## src/rtl/proc_hazard_ctrl_if.sv

```systemverilog
// Decode-field and control bundle between the TinyRV1 datapath
// and its hazard controller.
interface proc_hazard_ctrl_if;
    logic       d_rs1_en;
    logic [4:0] d_rs1;
    logic       d_rs2_en;
    logic [4:0] d_rs2;
    logic       d_wen;
    logic [4:0] d_rd;
    logic       d_load;
    logic       d_jal;
    logic       d_jr;
    logic       d_br;
    logic       eq_X;

    logic       imemreq_val_F;
    logic       reg_en_F;
    logic       reg_en_D;
    logic [1:0] pc_sel_F;
    logic [1:0] op1_byp_sel_D;
    logic [1:0] op2_byp_sel_D;
    logic       stall_D;
    logic       val_D;
    logic       val_X;
    logic       val_M;
    logic       val_W;
    logic       rf_wen_W;
    logic [4:0] rf_waddr_W;

    modport master (
        output d_rs1_en, d_rs1, d_rs2_en, d_rs2,
        output d_wen, d_rd, d_load, d_jal, d_jr, d_br,
        output eq_X,
        input  imemreq_val_F, reg_en_F, reg_en_D, pc_sel_F,
        input  op1_byp_sel_D, op2_byp_sel_D, stall_D,
        input  val_D, val_X, val_M, val_W,
        input  rf_wen_W, rf_waddr_W
    );

    modport slave (
        input  d_rs1_en, d_rs1, d_rs2_en, d_rs2,
        input  d_wen, d_rd, d_load, d_jal, d_jr, d_br,
        input  eq_X,
        output imemreq_val_F, reg_en_F, reg_en_D, pc_sel_F,
        output op1_byp_sel_D, op2_byp_sel_D, stall_D,
        output val_D, val_X, val_M, val_W,
        output rf_wen_W, rf_waddr_W
    );
endinterface

```

## src/rtl/proc_hazard_ctrl.sv

```systemverilog
// Sequencing / hazard controller for the 5-stage TinyRV1 pipeline:
// bypass selects, load-use stall, jump/branch redirect and squash.
module proc_hazard_ctrl #(
    parameter bit BYPASS_EN = 1'b1
) (
    input  logic              clk,
    input  logic              rst,
    proc_hazard_ctrl_if.slave ctrl
);

    typedef struct packed {
        logic       val;
        logic       wen;
        logic [4:0] rd;
        logic       load;
        logic       br;
    } x_st_t;

    typedef struct packed {
        logic       val;
        logic       wen;
        logic [4:0] rd;
    } mw_st_t;

    x_st_t  x_q, x_d;
    mw_st_t m_q, w_q;
    logic   val_D_q, val_D_d;

    logic   rs1_x, rs1_m, rs1_w;
    logic   rs2_x, rs2_m, rs2_w;
    logic   raw_any, load_use;
    logic   br_taken, stall;

    function automatic logic hit(
        input logic       en,
        input logic [4:0] src,
        input logic       v,
        input logic       w,
        input logic [4:0] rd
    );
        return en && (src != 5'd0) && v && w && (rd == src);
    endfunction

    // Youngest producer wins; W is needed since the RF is not write-through.
    function automatic logic [1:0] pick(
        input logic hx,
        input logic hm,
        input logic hw
    );
        if (hx)      return 2'd1;
        else if (hm) return 2'd2;
        else if (hw) return 2'd3;
        else         return 2'd0;
    endfunction

    always_comb begin
        rs1_x = hit(ctrl.d_rs1_en, ctrl.d_rs1,
                    x_q.val, x_q.wen, x_q.rd);
        rs1_m = hit(ctrl.d_rs1_en, ctrl.d_rs1,
                    m_q.val, m_q.wen, m_q.rd);
        rs1_w = hit(ctrl.d_rs1_en, ctrl.d_rs1,
                    w_q.val, w_q.wen, w_q.rd);
        rs2_x = hit(ctrl.d_rs2_en, ctrl.d_rs2,
                    x_q.val, x_q.wen, x_q.rd);
        rs2_m = hit(ctrl.d_rs2_en, ctrl.d_rs2,
                    m_q.val, m_q.wen, m_q.rd);
        rs2_w = hit(ctrl.d_rs2_en, ctrl.d_rs2,
                    w_q.val, w_q.wen, w_q.rd);

        raw_any  = rs1_x | rs1_m | rs1_w
                 | rs2_x | rs2_m | rs2_w;
        load_use = (rs1_x | rs2_x) & x_q.load;
        br_taken = x_q.val & x_q.br & ~ctrl.eq_X;
        stall    = val_D_q & ~br_taken
                 & (BYPASS_EN ? load_use : raw_any);
    end

    always_comb begin
        ctrl.imemreq_val_F = ~rst;
        ctrl.reg_en_F      = 1'b0;
        ctrl.reg_en_D      = 1'b0;
        ctrl.pc_sel_F      = 2'd0;
        ctrl.op1_byp_sel_D = 2'd0;
        ctrl.op2_byp_sel_D = 2'd0;
        ctrl.stall_D       = 1'b0;
        val_D_d            = val_D_q;
        x_d                = x_q;
        x_d.val            = 1'b0;

        if (!rst) begin
            ctrl.stall_D = stall;
            if (BYPASS_EN) begin
                ctrl.op1_byp_sel_D = pick(rs1_x, rs1_m, rs1_w);
                ctrl.op2_byp_sel_D = pick(rs2_x, rs2_m, rs2_w);
            end

            if (br_taken) begin
                ctrl.pc_sel_F = 2'd3;
                ctrl.reg_en_F = 1'b1;
                ctrl.reg_en_D = 1'b1;
                val_D_d       = 1'b0;
            end else if (!stall) begin
                ctrl.reg_en_F = 1'b1;
                ctrl.reg_en_D = 1'b1;
                x_d.val  = val_D_q;
                x_d.wen  = ctrl.d_wen;
                x_d.rd   = ctrl.d_rd;
                x_d.load = ctrl.d_load;
                x_d.br   = ctrl.d_br;
                // Jumps advance to X but squash the wrong-path fetch.
                if (val_D_q && ctrl.d_jr) begin
                    ctrl.pc_sel_F = 2'd1;
                    val_D_d       = 1'b0;
                end else if (val_D_q && ctrl.d_jal) begin
                    ctrl.pc_sel_F = 2'd2;
                    val_D_d       = 1'b0;
                end else begin
                    val_D_d       = 1'b1;
                end
            end
        end
    end

    always_ff @(posedge clk) begin
        if (rst) begin
            val_D_q <= 1'b0;
            x_q     <= '0;
            m_q     <= '0;
            w_q     <= '0;
        end else begin
            val_D_q <= val_D_d;
            x_q     <= x_d;
            m_q     <= {x_q.val, x_q.wen, x_q.rd};
            w_q     <= m_q;
        end
    end

    assign ctrl.val_D      = val_D_q;
    assign ctrl.val_X      = x_q.val;
    assign ctrl.val_M      = m_q.val;
    assign ctrl.val_W      = w_q.val;
    assign ctrl.rf_wen_W   = w_q.val & w_q.wen;
    assign ctrl.rf_waddr_W = w_q.val ? w_q.rd : 5'd0;

endmodule

```

## src/flat_wrapper.sv

```systemverilog
// flat-port wrapper written by rule: the top's interface ports become plain ports
module proc_hazard_ctrl_flat 
#(
    parameter bit BYPASS_EN = 1'b1
)
  (clk, rst, ctrl_d_rs1_en, ctrl_d_rs1, ctrl_d_rs2_en, ctrl_d_rs2, ctrl_d_wen, ctrl_d_rd, ctrl_d_load, ctrl_d_jal, ctrl_d_jr, ctrl_d_br, ctrl_eq_X, ctrl_imemreq_val_F, ctrl_reg_en_F, ctrl_reg_en_D, ctrl_pc_sel_F, ctrl_op1_byp_sel_D, ctrl_op2_byp_sel_D, ctrl_stall_D, ctrl_val_D, ctrl_val_X, ctrl_val_M, ctrl_val_W, ctrl_rf_wen_W, ctrl_rf_waddr_W);
  proc_hazard_ctrl_if ctrl_i ();
  input  logic clk;
  input  logic rst;
  input wire logic [$bits(ctrl_i.d_rs1_en)-1:0] ctrl_d_rs1_en;
  input wire logic [$bits(ctrl_i.d_rs1)-1:0] ctrl_d_rs1;
  input wire logic [$bits(ctrl_i.d_rs2_en)-1:0] ctrl_d_rs2_en;
  input wire logic [$bits(ctrl_i.d_rs2)-1:0] ctrl_d_rs2;
  input wire logic [$bits(ctrl_i.d_wen)-1:0] ctrl_d_wen;
  input wire logic [$bits(ctrl_i.d_rd)-1:0] ctrl_d_rd;
  input wire logic [$bits(ctrl_i.d_load)-1:0] ctrl_d_load;
  input wire logic [$bits(ctrl_i.d_jal)-1:0] ctrl_d_jal;
  input wire logic [$bits(ctrl_i.d_jr)-1:0] ctrl_d_jr;
  input wire logic [$bits(ctrl_i.d_br)-1:0] ctrl_d_br;
  input wire logic [$bits(ctrl_i.eq_X)-1:0] ctrl_eq_X;
  output wire logic [$bits(ctrl_i.imemreq_val_F)-1:0] ctrl_imemreq_val_F;
  output wire logic [$bits(ctrl_i.reg_en_F)-1:0] ctrl_reg_en_F;
  output wire logic [$bits(ctrl_i.reg_en_D)-1:0] ctrl_reg_en_D;
  output wire logic [$bits(ctrl_i.pc_sel_F)-1:0] ctrl_pc_sel_F;
  output wire logic [$bits(ctrl_i.op1_byp_sel_D)-1:0] ctrl_op1_byp_sel_D;
  output wire logic [$bits(ctrl_i.op2_byp_sel_D)-1:0] ctrl_op2_byp_sel_D;
  output wire logic [$bits(ctrl_i.stall_D)-1:0] ctrl_stall_D;
  output wire logic [$bits(ctrl_i.val_D)-1:0] ctrl_val_D;
  output wire logic [$bits(ctrl_i.val_X)-1:0] ctrl_val_X;
  output wire logic [$bits(ctrl_i.val_M)-1:0] ctrl_val_M;
  output wire logic [$bits(ctrl_i.val_W)-1:0] ctrl_val_W;
  output wire logic [$bits(ctrl_i.rf_wen_W)-1:0] ctrl_rf_wen_W;
  output wire logic [$bits(ctrl_i.rf_waddr_W)-1:0] ctrl_rf_waddr_W;
  assign ctrl_i.d_rs1_en = ctrl_d_rs1_en;
  assign ctrl_i.d_rs1 = ctrl_d_rs1;
  assign ctrl_i.d_rs2_en = ctrl_d_rs2_en;
  assign ctrl_i.d_rs2 = ctrl_d_rs2;
  assign ctrl_i.d_wen = ctrl_d_wen;
  assign ctrl_i.d_rd = ctrl_d_rd;
  assign ctrl_i.d_load = ctrl_d_load;
  assign ctrl_i.d_jal = ctrl_d_jal;
  assign ctrl_i.d_jr = ctrl_d_jr;
  assign ctrl_i.d_br = ctrl_d_br;
  assign ctrl_i.eq_X = ctrl_eq_X;
  assign ctrl_imemreq_val_F = ctrl_i.imemreq_val_F;
  assign ctrl_reg_en_F = ctrl_i.reg_en_F;
  assign ctrl_reg_en_D = ctrl_i.reg_en_D;
  assign ctrl_pc_sel_F = ctrl_i.pc_sel_F;
  assign ctrl_op1_byp_sel_D = ctrl_i.op1_byp_sel_D;
  assign ctrl_op2_byp_sel_D = ctrl_i.op2_byp_sel_D;
  assign ctrl_stall_D = ctrl_i.stall_D;
  assign ctrl_val_D = ctrl_i.val_D;
  assign ctrl_val_X = ctrl_i.val_X;
  assign ctrl_val_M = ctrl_i.val_M;
  assign ctrl_val_W = ctrl_i.val_W;
  assign ctrl_rf_wen_W = ctrl_i.rf_wen_W;
  assign ctrl_rf_waddr_W = ctrl_i.rf_waddr_W;
  proc_hazard_ctrl #(.BYPASS_EN(BYPASS_EN)) u_core (.clk(clk), .rst(rst), .ctrl(ctrl_i));
endmodule
```

## config.mk

```make
export PLATFORM = sky130hd
export DESIGN_NAME = proc_hazard_ctrl_flat
export DESIGN_NICKNAME = d
export VERILOG_FILES = /design/src/rtl/proc_hazard_ctrl_if.sv /design/src/rtl/proc_hazard_ctrl.sv /design/src/flat_wrapper.sv
export SDC_FILE = /design/constraint.sdc
export NUM_CORES = 1
export LEC_CHECK = 0
export BUFFER_PORTS_ARGS = -buffer_cell sky130_fd_sc_hd__buf_2
export CORE_MARGIN = 8
export CORE_UTILIZATION = 54
export CTS_CLUSTER_SIZE = 28
export DETAILED_ROUTE_END_ITERATION = 10
export GPL_TIMING_DRIVEN = 0
export PLACE_DENSITY = 0.84
export SYNTH_ARGS = -nofsm -noshare
export SYNTH_HDL_FRONTEND = slang
export SYNTH_SLANG_ARGS = --single-unit
export TNS_END_PERCENT = 20
```

## constraint.sdc

```tcl
create_clock -name clk -period 3.11 [get_ports clk]
set_input_delay 0.622 -clock clk [delete_from_list [all_inputs] [get_ports clk]]
set_output_delay 0.622 -clock clk [all_outputs]
set_load 0.005 [all_outputs]
```

==> impl_metrics.py, run 1 <==
metrics = {
    "global_routing": {
        "grt_max_degree": 14,
        "grt_pass1_vias": 1446,
        "grt_usage_pct": 16.8,
        "grt_antenna_before_repair": 0,
        "grt-ovfl-total": 0,
        "grt_pass1_wl_um": 6090,
    },
    "sta": {
        "relSlewSlack_pct": 44.2,
        "rsz0062_at_grt": "no",
        "fin_worst_skew_ns": 0.00563,
        "period_share_pct": 93.6,
        "worst_slew_pin_slew_ns": 0.830,
        "hold_viol_final": 0,
        "finalSetupViolations": 0,
        "fmax_mhz": 344,
        "final.setup.tns_ns": 0,
        "fin_crit_ns": 2.91,
        "slew_viol_final": 0,
    },
    "routing": {
        "ant_nets": 0,
        "dr.pass1.iters": 4,
        "via_per_inst": 5.83,
        "wl_um": 3770,
        "drt_iter0_markers": 68,
        "drc": 0,
        "route.vias.total": 1398,
        "wl_per_cell_um": 15.7,
    },
    "floorplanning": {
        "dieHeight_um": 67.2,
        "pin_count": 45,
        "initial_core_util_pct": 57.1,
        "die_x_um": 67.2,
        "fp.dieArea_mm2": 0.00451,
        "core_mm2": 0.00248,
        "core.rowCount": 18,
    },
    "yosys": {
        "ys.flop_type": "dfxtp_1",
        "yosys.area.top_type_share_pct": 34.0,
        "synth_edf_count": 0,
        "ys_types": 35,
        "yosysTopAreaCell": "dfxtp_1",
        "synth_nets": 187,
        "yosysMostFrequentCell": "xnor2_1",
        "synthTopCellsByArea": "dfxtp_1 34%, xnor2_1 17%, nor2b_1 7.1%, nand3_1 3.9%, nand2_1 3.7%",
        "ys_warn_count": 0,
        "syn_inst": 162,
        "synth_common_cells": "28 x xnor2_1, 24 x dfxtp_1, 16 x nor2b_1, 14 x nand2_1, 11 x nand3_1",
        "synthesis.area_mm2": 0.00142,
        "synth.ff_latch_count": 24,
        "ys_seq_area_share_pct": 34.0,
        "avgSynthCellArea_um2": 8.74,
        "async_flop_share_pct": 0,
    },
    "critical_path": {
        "crit_slowest_cell": "or4_4",
        "slowest_delay_ns": 0.59,
        "path_class": "primary input to output pin",
        "crit_chain": "buf_2 -> xnor2_1 -> nand2_1 -> or4_4 -> a21oi_4 -> a21oi_1 -> buf_4 -> buf_2",
        "crit_required_ns": 2.49,
        "endpoint_kind": "output pin",
        "cpMostUsedCell": "buf_2",
        "startpoint_type": "primary input",
        "cp.arrival_ns": 2.29,
        "r2r_cells": 5,
        "cp_max_fo": 7,
    },
    "clocking": {
        "root_buffer": "clkbuf_4",
        "cts_tree": "built",
        "cts_buffer_depth": 2,
        "cts_resized": 0,
        "clk_latency_ns": 0.30,
        "cts.sinks": 24,
        "clk_pin_slew_worst_paths_ns": 0.12,
        "post_cts_buffers": 0,
        "cts-buffers-inserted": 3,
        "holdBufCountCts": 0,
        "htree_levels": 1,
    },
    "cells_and_area": {
        "antenna_cells": 0,
        "stdcell_area_mm2": 0.00171,
        "area_growth_syn_to_layout_pct": 20.8,
        "layout.nets": 236,
        "instances_no_fill": 240,
        "nFillCells": 186,
        "drive_above_1_share_pct": 28.1,
        "fin_util_pct": 69.0,
    },
    "pwr": {
        "power.density_mw_per_mm2": 352,
        "max-vdd-ir-drop_v": 0.000243,
        "leakagePower_nw": 0.654,
    },
    "status": {
        "status": "finished, final reports clean",
    },
    "placed_design": {
        "io_buffers": 44,
        "gp_congestion": 0.957,
        "dp_cells": 236,
        "place_area_mm2": 0.00167,
        "dp_hpwl_um": 3130,
    },
    "min_path": {
        "hp-class": "register to register",
        "min_delay_path_depth": 1,
    },
    "flow_run": {
        "drv_cap": 0,
    },
}
==> layout make-up <==
type,instances,area (um^2),share of cell area [%]
sequential,24,480,28.1
multi-input combinational,129,897,52.5
tap,30,37.5,2.20
clock buffer,4,36.3,2.12
buffer,7,30.0,1.76
inverter,2,7.51,0.439
timing repair buffer,44,220,12.9
==> metal layers <==
metal | up-vias | wire length [um] | track usage, %
met4 | 0 | 50 | 7.57
li1 | 677 | - | -
met3 | 6 | 311 | 3.31
met5 | - | 0 | 0
met2 | 71 | 1760 | 30.2
met1 | 644 | 1650 | 18.6
==> critical path, delay by kind of cell <==
kind	cells	cell delay, ns
and+or+nand+nor	2	0.72
xor gates and xnor gates	1	0.16
buffers and inverters	3	0.40
AOI/OAI and AO/OA	2	0.38
==> state kept, by name (all words and copies together) (netlist names) <==
register,count
u_core.w_q,6
u_core.m_q,6
u_core.ctrl.val_X,1
u_core.x_q,8
u_core.ctrl.val_W,1
u_core.ctrl.val_M,1
u_core.ctrl.val_D,1
==> logic make-up (layout without fill, tap and decap cells) <==
| family | count (synthesis) | count (layout) | synth area share [%] |
|---|---|---|---|
| AOI/OAI and AO/OA | 28 | 28 | 15.7 |
| xor gates and xnor gates | 30 | 30 | 18.6 |
| buffers and inverters | 9 | 57 | 2.65 |
| DFF | 24 | 24 | 34.0 |
| and+or+nand+nor | 71 | 71 | 29.1 |
==> placed cells by master, fill, tap and decap left out, types with 3 or more instances in the layout <==
master     instances
nand3_1           11
clkbuf_1           5
nor2b_1           16
dfxtp_1           24
nor2_1             5
buf_2             44
o2111ai_1          6
o211ai_1           6
o21ai_0            3
nand4_1            4
a21oi_1            4
clkbuf_4           3
nand2_1           14
and2_1             5
xnor2_1           28
nor3_1             3
==> final timing paths <==
check                               startpoint                           end  slack [ns]
hold / removal    u_core.ctrl.val_M$_SDFF_PP0_  u_core.ctrl.val_W$_SDFF_PP0_        0.50
hold reg to reg   u_core.ctrl.val_M$_SDFF_PP0_  u_core.ctrl.val_W$_SDFF_PP0_        0.50
setup reg to reg    u_core.x_q[6]$_SDFFE_PP0P_    u_core.x_q[3]$_SDFFE_PP0P_        1.30
setup / recovery                 ctrl_d_rs2[4]                 ctrl_reg_en_F        0.20
==> power breakdown <==
group / total (mW) / leakage [nW] / switching, mW / internal [mW]
logic: 0.113 / 0.435 / 0.0598 / 0.0534
registers: 0.335 / 0.198 / 0.0138 / 0.322
clock network: 0.153 / 0.0210 / 0.0815 / 0.0713
total: 0.601 / 0.654 / 0.155 / 0.446
==> stage by stage <==
| stage | worst slack, ns | total power, mW | hold slack [ns] |
|---|---|---|---|
| floorplan | 0.548 | 0.406 | 0.462 |
| global placement | 0.282 | 0.447 | 0.470 |
| detailed placement | 0.208 | 0.455 | 0.487 |
| CTS | 0.205 | 0.606 | 0.504 |
| global route | 0.117 | 0.636 | 0.519 |
| finish | 0.200 | 0.601 | 0.505 |
Power figures use the tool's default switching activity.
==> inputs of run 2 (changes only) <==
- GPL_TIMING_DRIVEN: 0 -> default
- SETUP_SLACK_MARGIN: default -> 0.5
==> run 2 against run 1 <==
  * Wire length rose by 12%
  * Fmax rose by 5.9%
  * Combinational power rose by 19%
  * Power rose by 0.50%
  * Clock-buffer cell count fell by 1
  * Global-route usage rose by 1.5 points
  * Hold slack got worse by 0.0069 ns
  * Critical endpoint is now ctrl_pc_sel_F[0]
  * Largest cell class unchanged
  * Highest routed layer unchanged
==> impl_metrics.py, run 2 (same netlist as run 1, synthesis figures left out) <==
metrics = {
    "status": {
        "status": "finished, final reports clean",
    },
    "pwr": {
        "cell_internal_pwr_uw": 437,
        "seqPwrFrac_pct": 56.3,
        "leakagePower_nw": 0.738,
        "max-vdd-ir-drop_v": 0.000229,
        "p_switching_uw": 167,
        "combPwrFrac_pct": 22.3,
        "power.density_mw_per_mm2": 323,
        "pwr-share-clk_pct": 21.4,
        "power_uw": 604,
        "swShare_pct": 27.7,
    },
    "clocking": {
        "clk_latency_ns": 0.30,
        "cts-buffers-inserted": 3,
        "cts.sinks": 24,
        "cts_tree": "built",
        "root_buffer": "clkbuf_4",
        "htree_levels": 1,
        "cts_buffer_depth": 2,
        "clk_pin_slew_worst_paths_ns": 0.12,
    },
    "critical_path": {
        "cp_max_fo": 4,
        "path_class": "primary input to output pin",
        "crit_chain": "buf_8 -> or4_4 -> o21ai_4 -> or4_4 -> a21boi_4 -> o31ai_2 -> buf_2",
        "crit_slowest_cell": "or4_4",
        "crit_required_ns": 2.49,
        "cp.arrival_ns": 2.13,
        "slowest_delay_ns": 0.54,
        "endpoint_kind": "output pin",
        "startpoint_type": "primary input",
        "cpMostUsedCell": "or4_4",
    },
    "routing": {
        "via_per_inst": 5.87,
        "drt_iter0_markers": 93,
        "wl_um": 4230,
        "ant_nets": 0,
        "route.vias.total": 1433,
        "wl_per_cell_um": 17.3,
        "drc": 0,
        "dr.pass1.iters": 4,
    },
    "floorplanning": {
        "dieHeight_um": 67.2,
        "die_x_um": 67.2,
        "fp.dieArea_mm2": 0.00451,
        "core.rowCount": 18,
        "initial_core_util_pct": 57.1,
        "pin_count": 45,
        "core_mm2": 0.00248,
    },
    "flow_run": {
        "drv_cap": 0,
    },
    "global_routing": {
        "grt_pass1_vias": 1471,
        "grt_max_degree": 24,
        "grt_antenna_before_repair": 0,
        "grt-ovfl-total": 0,
        "grt_pass1_wl_um": 6520,
        "grt_usage_pct": 18.2,
    },
    "cells_and_area": {
        "area_growth_syn_to_layout_pct": 32.4,
        "largest_reg_flops": 8,
        "largest_register": "u_core.x_q",
        "largest_registers": "u_core.x_q x8, u_core.m_q x6, u_core.w_q x6",
        "layout.nets": 241,
        "final_cell_mix": "38 x buf_2, 26 x xnor2_1, 23 x dfxtp_1",
        "final_common_cell": "buf_2",
        "drive_above_1_share_pct": 36.9,
        "antenna_cells": 0,
    },
    "sta": {
        "finalSetupViolations": 0,
        "period_share_pct": 88.3,
        "relSlewSlack_pct": 63.4,
        "rsz0062_at_grt": "yes",
        "fmax_mhz": 364,
        "holdWs_ns": 0.498,
        "worst_slew_pin_slew_ns": 0.544,
        "fin_crit_ns": 2.75,
        "worst_slack_ns": 0.363,
        "fin_worst_skew_ns": 0.00218,
        "hold_viol_final": 0,
        "final.setup.tns_ns": 0,
        "slew_viol_final": 0,
    },
    "min_path": {
        "hp-class": "register to register",
    },
    "placed_design": {
        "pre_cts_slack_ns": 0.307,
        "io_buffers": 44,
        "gp_congestion": 0.961,
        "dp_hpwl_um": 2910,
    },
}
run 2: changes by cell type in the layout (fill, tap and decap cells not counted), moves of 2 or more:
cell      change
buf_6         +3
clkbuf_4      +2
buf_4        +11
clkbuf_1      -5
xnor2_1       -2
nor4_4        +2
or4_4         +2
o21ai_4       +2
nor4_2        -2
o21ai_2       -2
buf_2         -6
xnor2_2       +2
or4_1         -2
run 2: timing repair:
item,4_1_cts,5_1_grt
hold buffers,0,0
gates resized for setup,12,15
pin swaps,13,11
setup endpoints to repair,9,9
buffers inserted,7,5
run 2: power by group through the flow:
stage / logic, mW / registers [mW] / clock network [mW]
floorplan: 0.0672 / 0.339 / 0
global route: 0.146 / 0.343 / 0.148
detailed placement: 0.103 / 0.346 / 0
finish: 0.135 / 0.341 / 0.129
global placement: 0.0997 / 0.346 / 0
CTS: 0.117 / 0.339 / 0.133
run 2: metrics by stage:
stage	area, um^2	cells	util, %
6_report	1870	244	75.6
3_3_place_gp	1640	229	66.3
2_1_floorplan	1420	162	-
5_1_grt	1870	244	75.6
3_5_place_dp	1640	229	66.3
4_1_cts	1780	239	71.9
run 2: worst paths after layout:
kind / slack (ns) / cells after the start / start / end
setup / recovery: 0.36 / 7 / ctrl_d_rs1[2] / ctrl_pc_sel_F[0]
hold / removal: 0.50 / 1 / u_core.m_q[5]$_SDFF_PP0_ / u_core.w_q[5]$_SDFF_PP0_
setup reg to reg: 1.24 / 6 / u_core.x_q[5]$_SDFFE_PP0P_ / u_core.x_q[0]$_SDFFE_PP0P_
hold reg to reg: 0.50 / 1 / u_core.m_q[5]$_SDFF_PP0_ / u_core.w_q[5]$_SDFF_PP0_
run 2: area by class of cell:
class                           instances  area (um^2)
Timing Repair Buffer                   56          344
Inverter                                2         7.51
Sequential cell                        24          482
Clock buffer                            3         22.5
Tap cell                               30         37.5
Multi-Input combinational cell        129          980
Fill cell                             168          604
run 2: routing by layer:
layer	part of all wire, %	vias to the layer above	track usage, %
met5	0	-	0
met4	3.0	0	10.4
met3	8.7	17	4.47
met1	41	652	21.0
li1	-	684	-
met2	47	80	30.2
run 2: worst max-delay path, delay by kind of cell:
family / cells / cell delay [ns]
buf+inv: 2 / 0.25
compound gates: 3 / 0.49
simple gates: 2 / 0.75
